## src/rtl/tpu_arb_pkg.sv

```systemverilog
// Shared types and the round-robin selection function for the TPU datapath arbiters.
package tpu_arb_pkg;

   typedef enum logic [1:0] {
      S_INIT = 2'd0,
      S_IDLE = 2'd1,
      S_EXEC = 2'd2,
      S_HOLD = 2'd3
   } state_t;

   localparam int MAX_REQ  = 32;
   localparam int PICK_IDW = 5;

   typedef struct packed {
      logic                found;
      logic [PICK_IDW-1:0] idx;
   } pick_t;

   // First set bit of valid[n-1:0] scanning ptr, ptr+1 .. n-1, 0 .. ptr-1.
   function automatic pick_t rr_pick(input logic [MAX_REQ-1:0]  valid,
                                     input logic [PICK_IDW-1:0] ptr,
                                     input int                  n);
      pick_t r;
      int    pos;
      r = '0;
      // Walk the scan order backwards so the earliest hit is the last write.
      for (int k = MAX_REQ - 1; k >= 0; k--) begin
         pos = int'(ptr) + k;
         if (pos >= n) pos = pos - n;
         if ((k < n) && valid[pos[PICK_IDW-1:0]]) begin
            r.found = 1'b1;
            r.idx   = pos[PICK_IDW-1:0];
         end
      end
      return r;
   endfunction

endpackage

```

## src/rtl/rr_picker.sv

```systemverilog
// Combinational round-robin select: valid + pointer -> one-hot grant, index, any-valid.
module rr_picker
   import tpu_arb_pkg::*;
#(
   parameter int N_REQ = 4
) (
   input  logic [N_REQ-1:0]         valid,
   input  logic [$clog2(N_REQ)-1:0] ptr,
   output logic [N_REQ-1:0]         onehot,
   output logic [$clog2(N_REQ)-1:0] idx,
   output logic                     any
);

   localparam int IDW = $clog2(N_REQ);

   logic [MAX_REQ-1:0] w_valid_ext;
   pick_t              w_pick;

   assign w_valid_ext = MAX_REQ'(valid);
   assign w_pick      = rr_pick(w_valid_ext, PICK_IDW'(ptr), N_REQ);
   assign any         = w_pick.found;
   assign idx         = w_pick.idx[IDW-1:0];

   generate
      for (genvar gi = 0; gi < N_REQ; gi++) begin : g_onehot
         assign onehot[gi] = w_pick.found && (w_pick.idx == PICK_IDW'(gi));
      end
   endgenerate

endmodule

```

## src/rtl/adder_rr_arbiter.sv

```systemverilog
// One W-bit adder shared by N_REQ PE accumulate lanes: round-robin grant,
// registered operands and registered {carry,sum,id} response.
module adder_rr_arbiter
   import tpu_arb_pkg::*;
#(
   parameter int N_REQ = 4,
   parameter int W     = 6
) (
   input  logic                     clk,
   input  logic                     rst_n,
   input  logic [N_REQ-1:0]         req_valid,
   input  logic [N_REQ*W-1:0]       req_a,
   input  logic [N_REQ*W-1:0]       req_b,
   output logic [N_REQ-1:0]         req_ready,
   output logic                     rsp_valid,
   input  logic                     rsp_ready,
   output logic [W-1:0]             rsp_sum,
   output logic                     rsp_carry,
   output logic [$clog2(N_REQ)-1:0] rsp_id,
   output logic                     busy
);

   localparam int IDW = $clog2(N_REQ);

   state_t         r_state;
   logic [IDW-1:0] r_ptr;
   logic [W-1:0]   r_op_a;
   logic [W-1:0]   r_op_b;
   logic [IDW-1:0] r_op_id;
   logic [W-1:0]   r_sum;
   logic           r_carry;
   logic [IDW-1:0] r_id;
   logic           r_rsp_valid;

   logic [N_REQ-1:0] w_onehot;
   logic [IDW-1:0]   w_win;
   logic             w_any;
   logic             w_accept;
   logic [W-1:0]     w_sel_a;
   logic [W-1:0]     w_sel_b;
   logic [W:0]       w_full_sum;
   logic [IDW-1:0]   w_ptr_next;

   rr_picker #(.N_REQ(N_REQ)) u_picker (
      .valid  (req_valid),
      .ptr    (r_ptr),
      .onehot (w_onehot),
      .idx    (w_win),
      .any    (w_any)
   );

   // Grants are only offered while idle; requests seen elsewhere simply wait.
   assign req_ready  = (r_state == S_IDLE) ? w_onehot : '0;
   assign w_accept   = (r_state == S_IDLE) && w_any;
   assign w_sel_a    = req_a[w_win*W +: W];
   assign w_sel_b    = req_b[w_win*W +: W];
   assign w_full_sum = {1'b0, r_op_a} + {1'b0, r_op_b};
   assign w_ptr_next = (r_id == IDW'(N_REQ - 1)) ? '0 : r_id + 1'b1;

   always_ff @(posedge clk or negedge rst_n) begin
      if (!rst_n) begin
         r_state     <= S_INIT;
         r_ptr       <= '0;
         r_op_a      <= '0;
         r_op_b      <= '0;
         r_op_id     <= '0;
         r_sum       <= '0;
         r_carry     <= 1'b0;
         r_id        <= '0;
         r_rsp_valid <= 1'b0;
      end else begin
         case (r_state)
            S_INIT: r_state <= S_IDLE;
            S_IDLE: begin
               if (w_accept) begin
                  r_op_a  <= w_sel_a;
                  r_op_b  <= w_sel_b;
                  r_op_id <= w_win;
                  r_state <= S_EXEC;
               end
            end
            S_EXEC: begin
               {r_carry, r_sum} <= w_full_sum;
               r_id             <= r_op_id;
               r_rsp_valid      <= 1'b1;
               r_state          <= S_HOLD;
            end
            S_HOLD: begin
               // Pointer moves past the winner only once its result is taken.
               if (rsp_ready) begin
                  r_rsp_valid <= 1'b0;
                  r_ptr       <= w_ptr_next;
                  r_state     <= S_IDLE;
               end
            end
            default: r_state <= S_INIT;
         endcase
      end
   end

   assign rsp_valid = r_rsp_valid;
   assign rsp_sum   = r_sum;
   assign rsp_carry = r_carry;
   assign rsp_id    = r_id;
   assign busy      = (r_state != S_IDLE);

endmodule

```

## config.mk

```make
export PLATFORM = sky130hd
export DESIGN_NAME = adder_rr_arbiter
export DESIGN_NICKNAME = d
export VERILOG_FILES = /design/src/rtl/tpu_arb_pkg.sv /design/src/rtl/rr_picker.sv /design/src/rtl/adder_rr_arbiter.sv
export SDC_FILE = /design/constraint.sdc
export NUM_CORES = 1
export LEC_CHECK = 0
export ABC_AREA = 1
export ABC_CLOCK_PERIOD_IN_PS = 4200
export BUFFER_PORTS_ARGS = -buffer_cell sky130_fd_sc_hd__buf_4
export CORE_MARGIN = 2
export CORE_UTILIZATION = 55
export DETAILED_ROUTE_END_ITERATION = 12
export GPL_ROUTABILITY_DRIVEN = 0
export GPL_TIMING_DRIVEN = 0
export HOLD_SLACK_MARGIN = 0.15
export PLACE_DENSITY_LB_ADDON = 0.1
export SYNTH_ARGS = -nofsm -noshare
export SYNTH_HDL_FRONTEND = slang
export SYNTH_SLANG_ARGS = --single-unit
```

## constraint.sdc

```tcl
create_clock -name clk -period 4.2 [get_ports clk]
set_input_delay 0.84 -clock clk [delete_from_list [all_inputs] [get_ports clk]]
set_output_delay 0.84 -clock clk [all_outputs]
set_load 0.005 [all_outputs]
```

**Word level (Yosys, flattened, before mapping)**

Index checks and enable logic that the tools add are counted.

- Multiply operators: 1
- Shifts and indexed selects: 2
- Reductions and logical operators: 12
- Mux-type cells: 23
- Magnitude comparators: 8
- Add/subtract/negate cells: 9
- Equal/unequal tests: 10

Operator list:

| operator | count |
|---|---|
| $ge A32 B4 Y1 const B | 3 |
| $shiftx A24 B6 Y6 | 2 |
| $lt A5 B6 Y1 const B | 4 |
| $mux W6 | 4 |
| $bmux W1 S5 | 4 |
| $mux W5 | 4 |
| $sub A5 B4 Y5 const B | 3 |
| $eq A5 B2 Y1 const B | 2 |
| $pmux W2 S4 | 1 |
| $reduce_and A2 Y1 | 4 |
| $add A6 B6 Y7 | 1 |
| $add A2 B2 Y3 const B | 2 |
| $eq A2 B2 Y1 const B | 3 |
| $mux W2 | 3 |
| $eq A5 B1 Y1 const B | 1 |
| $logic_and A1 B1 Y1 | 5 |
| $logic_not A5 Y1 | 1 |
| $mux W1 | 5 |
| $mul A2 B2 Y4 const B | 1 |
| $mux W4 | 1 |
| $ne A2 B2 Y1 const B | 2 |
| $sub A2 B3 Y4 const B | 1 |
| $add A2 B1 Y3 const B | 1 |
| $ge A2 B3 Y1 const B | 1 |
| 6 further kinds | 6 |

- Output and inout port bits: 15
- Input bits: 55
- Logic and storage cells: 74
- Flip-flop bits (word level): 28

**Depth between registers and ports, before layout**

- Depth in word-level cells: 12
- Gate-level depth with buffers: 16
- Mapped depth without buffers: 14

**Modules after synthesis**

Synthesis repeated with hierarchy kept, for this count alone.

- Cells, all modules: 296
- Area total of the unflattened synthesis: 2,114.5 µm²

By module, submodules not included:

| module | area an instance (µm²) | instances | seq. area each (µm²) | cells an instance |
|---|---|---|---|---|
| adder_rr_arbiter | 1,746.7 | 1 | 700.7 | 229 |
| rr_picker | 367.9 | 1 | 0.0 | 67 |

**Least setup slack after synthesis**

No wires, ideal clock.

- Path kind: register to output
- From: register r_ptr[0]
- To: output req_ready[3]
- Setup slack: 1.542 ns
- Data required time: 3.360 ns
- Arrival time: 1.818 ns
- Stages on the path, launching flop included: 14
- Buffers on the path: 2
- Path through: dfrtp_1 buf_6 inv_6 ha_1 nand3_1 nand2_1 nor2_2 nor2_1 nand3_2 nand2_4 nor2_4 buf_6 inv_2 nor2_1

- Word-level cells in the longest chain between the ends: 12
- Elaborated cells on any way between the ends: 30
- Those cells by class: add/sub (7); order compare (4); eq/ne (1); mux (17); reduce/logical (1)

RTL lines:

| item | line | text |
|---|---|---|
| from (decl) | adder_rr_arbiter.sv:26 | `logic [IDW-1:0] r_ptr;` |
| from (signal assigned) | adder_rr_arbiter.sv:92 | `r_ptr <= w_ptr_next;` |
| $add A2 B2 Y3 | tpu_arb_pkg.sv:28 | `pos = int'(ptr) + k;` |
| $ge A32 B4 Y1 or $sub A5 B4 Y5 (tied branches) | tpu_arb_pkg.sv:29 | `if (pos >= n) pos = pos - n;` |
| $mux W5 | tpu_arb_pkg.sv:29 |  |
| $bmux W1 S5 | tpu_arb_pkg.sv:30 | `if ((k < n) && valid[pos[PICK_IDW-1:0]]) begin` |
| $mux W1 (implied by the code) | tpu_arb_pkg.sv:30 |  |
| $mux W6 (3 in series) | tpu_arb_pkg.sv:30 |  |
| $mux W6 * | tpu_arb_pkg.sv:30 |  |
| $eq A5 B2 Y1 | rr_picker.sv:26 | `assign onehot[gi] = w_pick.found && (w_pick.idx == PICK_IDW'(gi));` |
| $logic_and A1 B1 Y1 * | rr_picker.sv:26 |  |
| $mux W4 * | adder_rr_arbiter.sv:53 | `assign req_ready = (r_state == S_IDLE) ? w_onehot : '0;` |
| to (decl) | adder_rr_arbiter.sv:14 | `output logic [N_REQ-1:0] req_ready,` |

Every way passes the cells marked *; elsewhere a longest branch is shown, timed or not. The select of a mux whose other input is x is not followed.

**Worst setup path in the final report**

Same ends and word-level chain as after synthesis.

==> run summary <==
Max FO, Critical Path: 10
Final setup TNS: 0 ns
Post-CTS Setup Repair Bufs: 0
DRT Pass-1 Iters: 4
Worst slew pin tran: 0.369 ns
Row Count: 22
CTS Buffer Depth: 2
VDD IR max: 0.656 mV
Ratio of cells with drive above 1 in the final layout: 29.1%
H-tree depth: 1
Commonest non-fill, non-tap cell in the layout: nand2_1
Final min period: 3.38 ns
Cell area power density: 855 nW/µm²
FILL cells: 301
Relative slew slack: 75.4%
Synth Instances: 309
Max cap viols: 0
Synth Area per Inst: 7.00 µm²
Leakage power: 1.59 nW
CTS tree: done
Vias in the first global route: 2067
Num CTS Buffers: 3
Total gr overflow: 0
Yosys reg bits: 28
ANT cells: 0
Final period util: 80.5%
WP data arrival: 2.54 ns
Worst path required time: 3.36 ns
Commonest non-fill, non-tap cells in the layout: 125 x nand2_1, 70 x buf_4, 44 x nand3_1, 28 x dfrtp_1, 23 x inv_1
Starting density of the core: 58.2%
Clock Tree Root: clkbuf_8
Number of gates resized after CTS: 0
Final wirelength: 5230 µm
Total GRT Usage: 26.3%
XOR/XNOR Fraction of Synth Area: 0.810%
Worst-path clk slew: 0.09 ns
Vias post-DR: 2191
Pins over their slew limit: 0
Design area: 2800 µm²
Clk_skew: 0.00356 ns
Die extent in y: 66.7 µm
Min-delay worst type: input port to async pin
Port bufs: 69
Post-DP HPWL: 4260 µm
CTS sink cnt: 28
Max Freq: 296 MHz
Ports: 70
Antenna violations before repair: 0
Sequential Area: 701 µm²
Synth cell types: 28
Multi-input combinational cell area: 1270 µm²
Largest net degree at the start of global routing: 29
RSZ-0062 raised after global routing: no
Wire length per cell: 12.2 µm
Multiplexer area fraction after synthesis: 0%
Worst-Skew Late Latency: 0.27 ns
Status: finished, final reports clean
CTS Hold Buffers Added: 0
Main combinational cell family by area after synthesis: simple AND/OR/NAND/NOR gates
1st-iter DRT viols: 119
Simple-gate share of the synthesized area: 43.0%
# DRC: 0
Critical path endpoint category: output port
Post-synthesis sequential area ratio: 32.4%
Synth Area in Compound Gates: 4.92%
Crit path launch type: register
Antenna Violating Nets Remaining: 0
Core Footprint: 3720 µm²
Area growth syn-to-layout: 29.3%
Adder-cell area share of the yosys netlist: 10.2%
Yosys warning count: 0
Die Area: 4450 µm²
Setup Crit Path Kind: register to output port
Area post-placement: 2740 µm²
Fin. Hold Viols: 0
Nets@finish: 455
DIE WIDTH: 66.7 µm
Net Count, Synth: 381
Vias per std cell: 5.10
# setup viols final: 0
Cell Area, Synth: 2160 µm²
First-pass GRT wire length: 9070 µm
==> final cells by class <==
cell class / count / area share, %
multi-input combinational: 243 / 45.6
clock buffer: 4 / 1.97
timing repair buffer: 69 / 18.5
buffer: 11 / 2.91
tap: 48 / 2.15
inverter: 27 / 3.80
sequential: 28 / 25.1
==> cell families after synthesis <==
logic type | count (synthesis)
simple gates | 205
flops | 28
xor+xnor | 2
buf+inv | 38
compound gates | 19
fa+ha+maj | 17
==> worst max-delay path, stage by stage, from the launching register on <==
cell     delay, ns
dfrtp_1       0.44
buf_6         0.19
inv_6         0.06
ha_1          0.37
nand3_1       0.14
nand2_1       0.07
nor2_2        0.10
nor2_1        0.06
nand3_2       0.10
nand2_4       0.10
nor2_4        0.16
buf_6         0.16
inv_2         0.05
nor2_1        0.12
buf_4         0.13
==> stage by stage <==
stage / power, mW / std cells / hold WS, ns / setup slack (ns) / utilization (%)
floorplan: 1.76 / 309 / 0.449 / 1.54 / -
global placement: 2.14 / 426 / 0.456 / 1.22 / 73.7
detailed placement: 2.21 / 426 / 0.467 / 1.18 / 73.7
CTS: 2.39 / 430 / 0.472 / 0.811 / 75.2
global route: 2.65 / 430 / 0.485 / 0.617 / 75.2
finish: 2.39 / 430 / 0.467 / 0.818 / 75.2
==> power breakdown <==
part	internal [mW]	total (mW)	switching (mW)	leakage, nW
logic	0.682	1.72	1.04	1.22
clock network	0.0838	0.162	0.0779	0.0288
registers	0.410	0.510	0.0993	0.344
total	1.18	2.39	1.21	1.59
==> per-layer routing <==
metal,track usage [%],share of wire (%)
met3,2.70,4.8
met5,0,0
met4,7.40,1.3
met2,43.6,46
met1,36.3,48
==> registers in the layout, indices dropped and copies added (netlist names) <==
name and count:
r_op_b 6, rsp_valid 1, r_op_a 6, r_op_id 2, r_ptr 2, rsp_id 2
r_state 2, rsp_carry 1, rsp_sum 6
==> synth_stat cells <==
master / instances / area [µm²]
o21ai_0: 9 / 45.0
nor3_1: 1 / 5.00
inv_2: 3 / 11.3
nand2_2: 11 / 68.8
o21a_1: 1 / 7.51
buf_2: 5 / 25.0
o22ai_1: 1 / 6.26
inv_1: 23 / 86.3
dfrtp_1: 28 / 701
a31oi_1: 1 / 6.26
clkbuf_1: 1 / 3.75
a21oi_1: 5 / 25.0
xor2_1: 2 / 17.5
nand2_4: 4 / 45.0
nand2_1: 125 / 469
nor2_2: 2 / 12.5
buf_6: 4 / 45.0
nor2_1: 11 / 41.3
a21oi_2: 1 / 8.76
nor2_4: 1 / 11.3
nand3_2: 5 / 50.1
ha_1: 16 / 200
o31ai_1: 1 / 7.51
buf_4: 1 / 7.51
fa_1: 1 / 20.0
nand4_1: 1 / 6.26
nand3_1: 44 / 220
inv_6: 1 / 8.76
==> path summary, 6_finish.rpt <==
check                                       start                      to  slack, ns  cells after the start
setup reg to reg             r_ptr[0]$_DFFE_PN0P_   r_op_a[4]$_DFFE_PN0P_       1.95                     15
hold reg to reg            rsp_sum[0]$_DFFE_PN0P_  rsp_sum[0]$_DFFE_PN0P_       0.49                      2
setup / recovery             r_ptr[0]$_DFFE_PN0P_            req_ready[3]       0.82                     14
hold / removal                              rst_n  r_state[1]$_DFFE_PN0P_       0.47                      1
max in group asynchronous                   rst_n   r_op_b[5]$_DFFE_PN0P_       3.48                      1
min in group clk           rsp_sum[0]$_DFFE_PN0P_  rsp_sum[0]$_DFFE_PN0P_       0.49                      2
No activity file was read; power rests on OpenSTA's default activity.
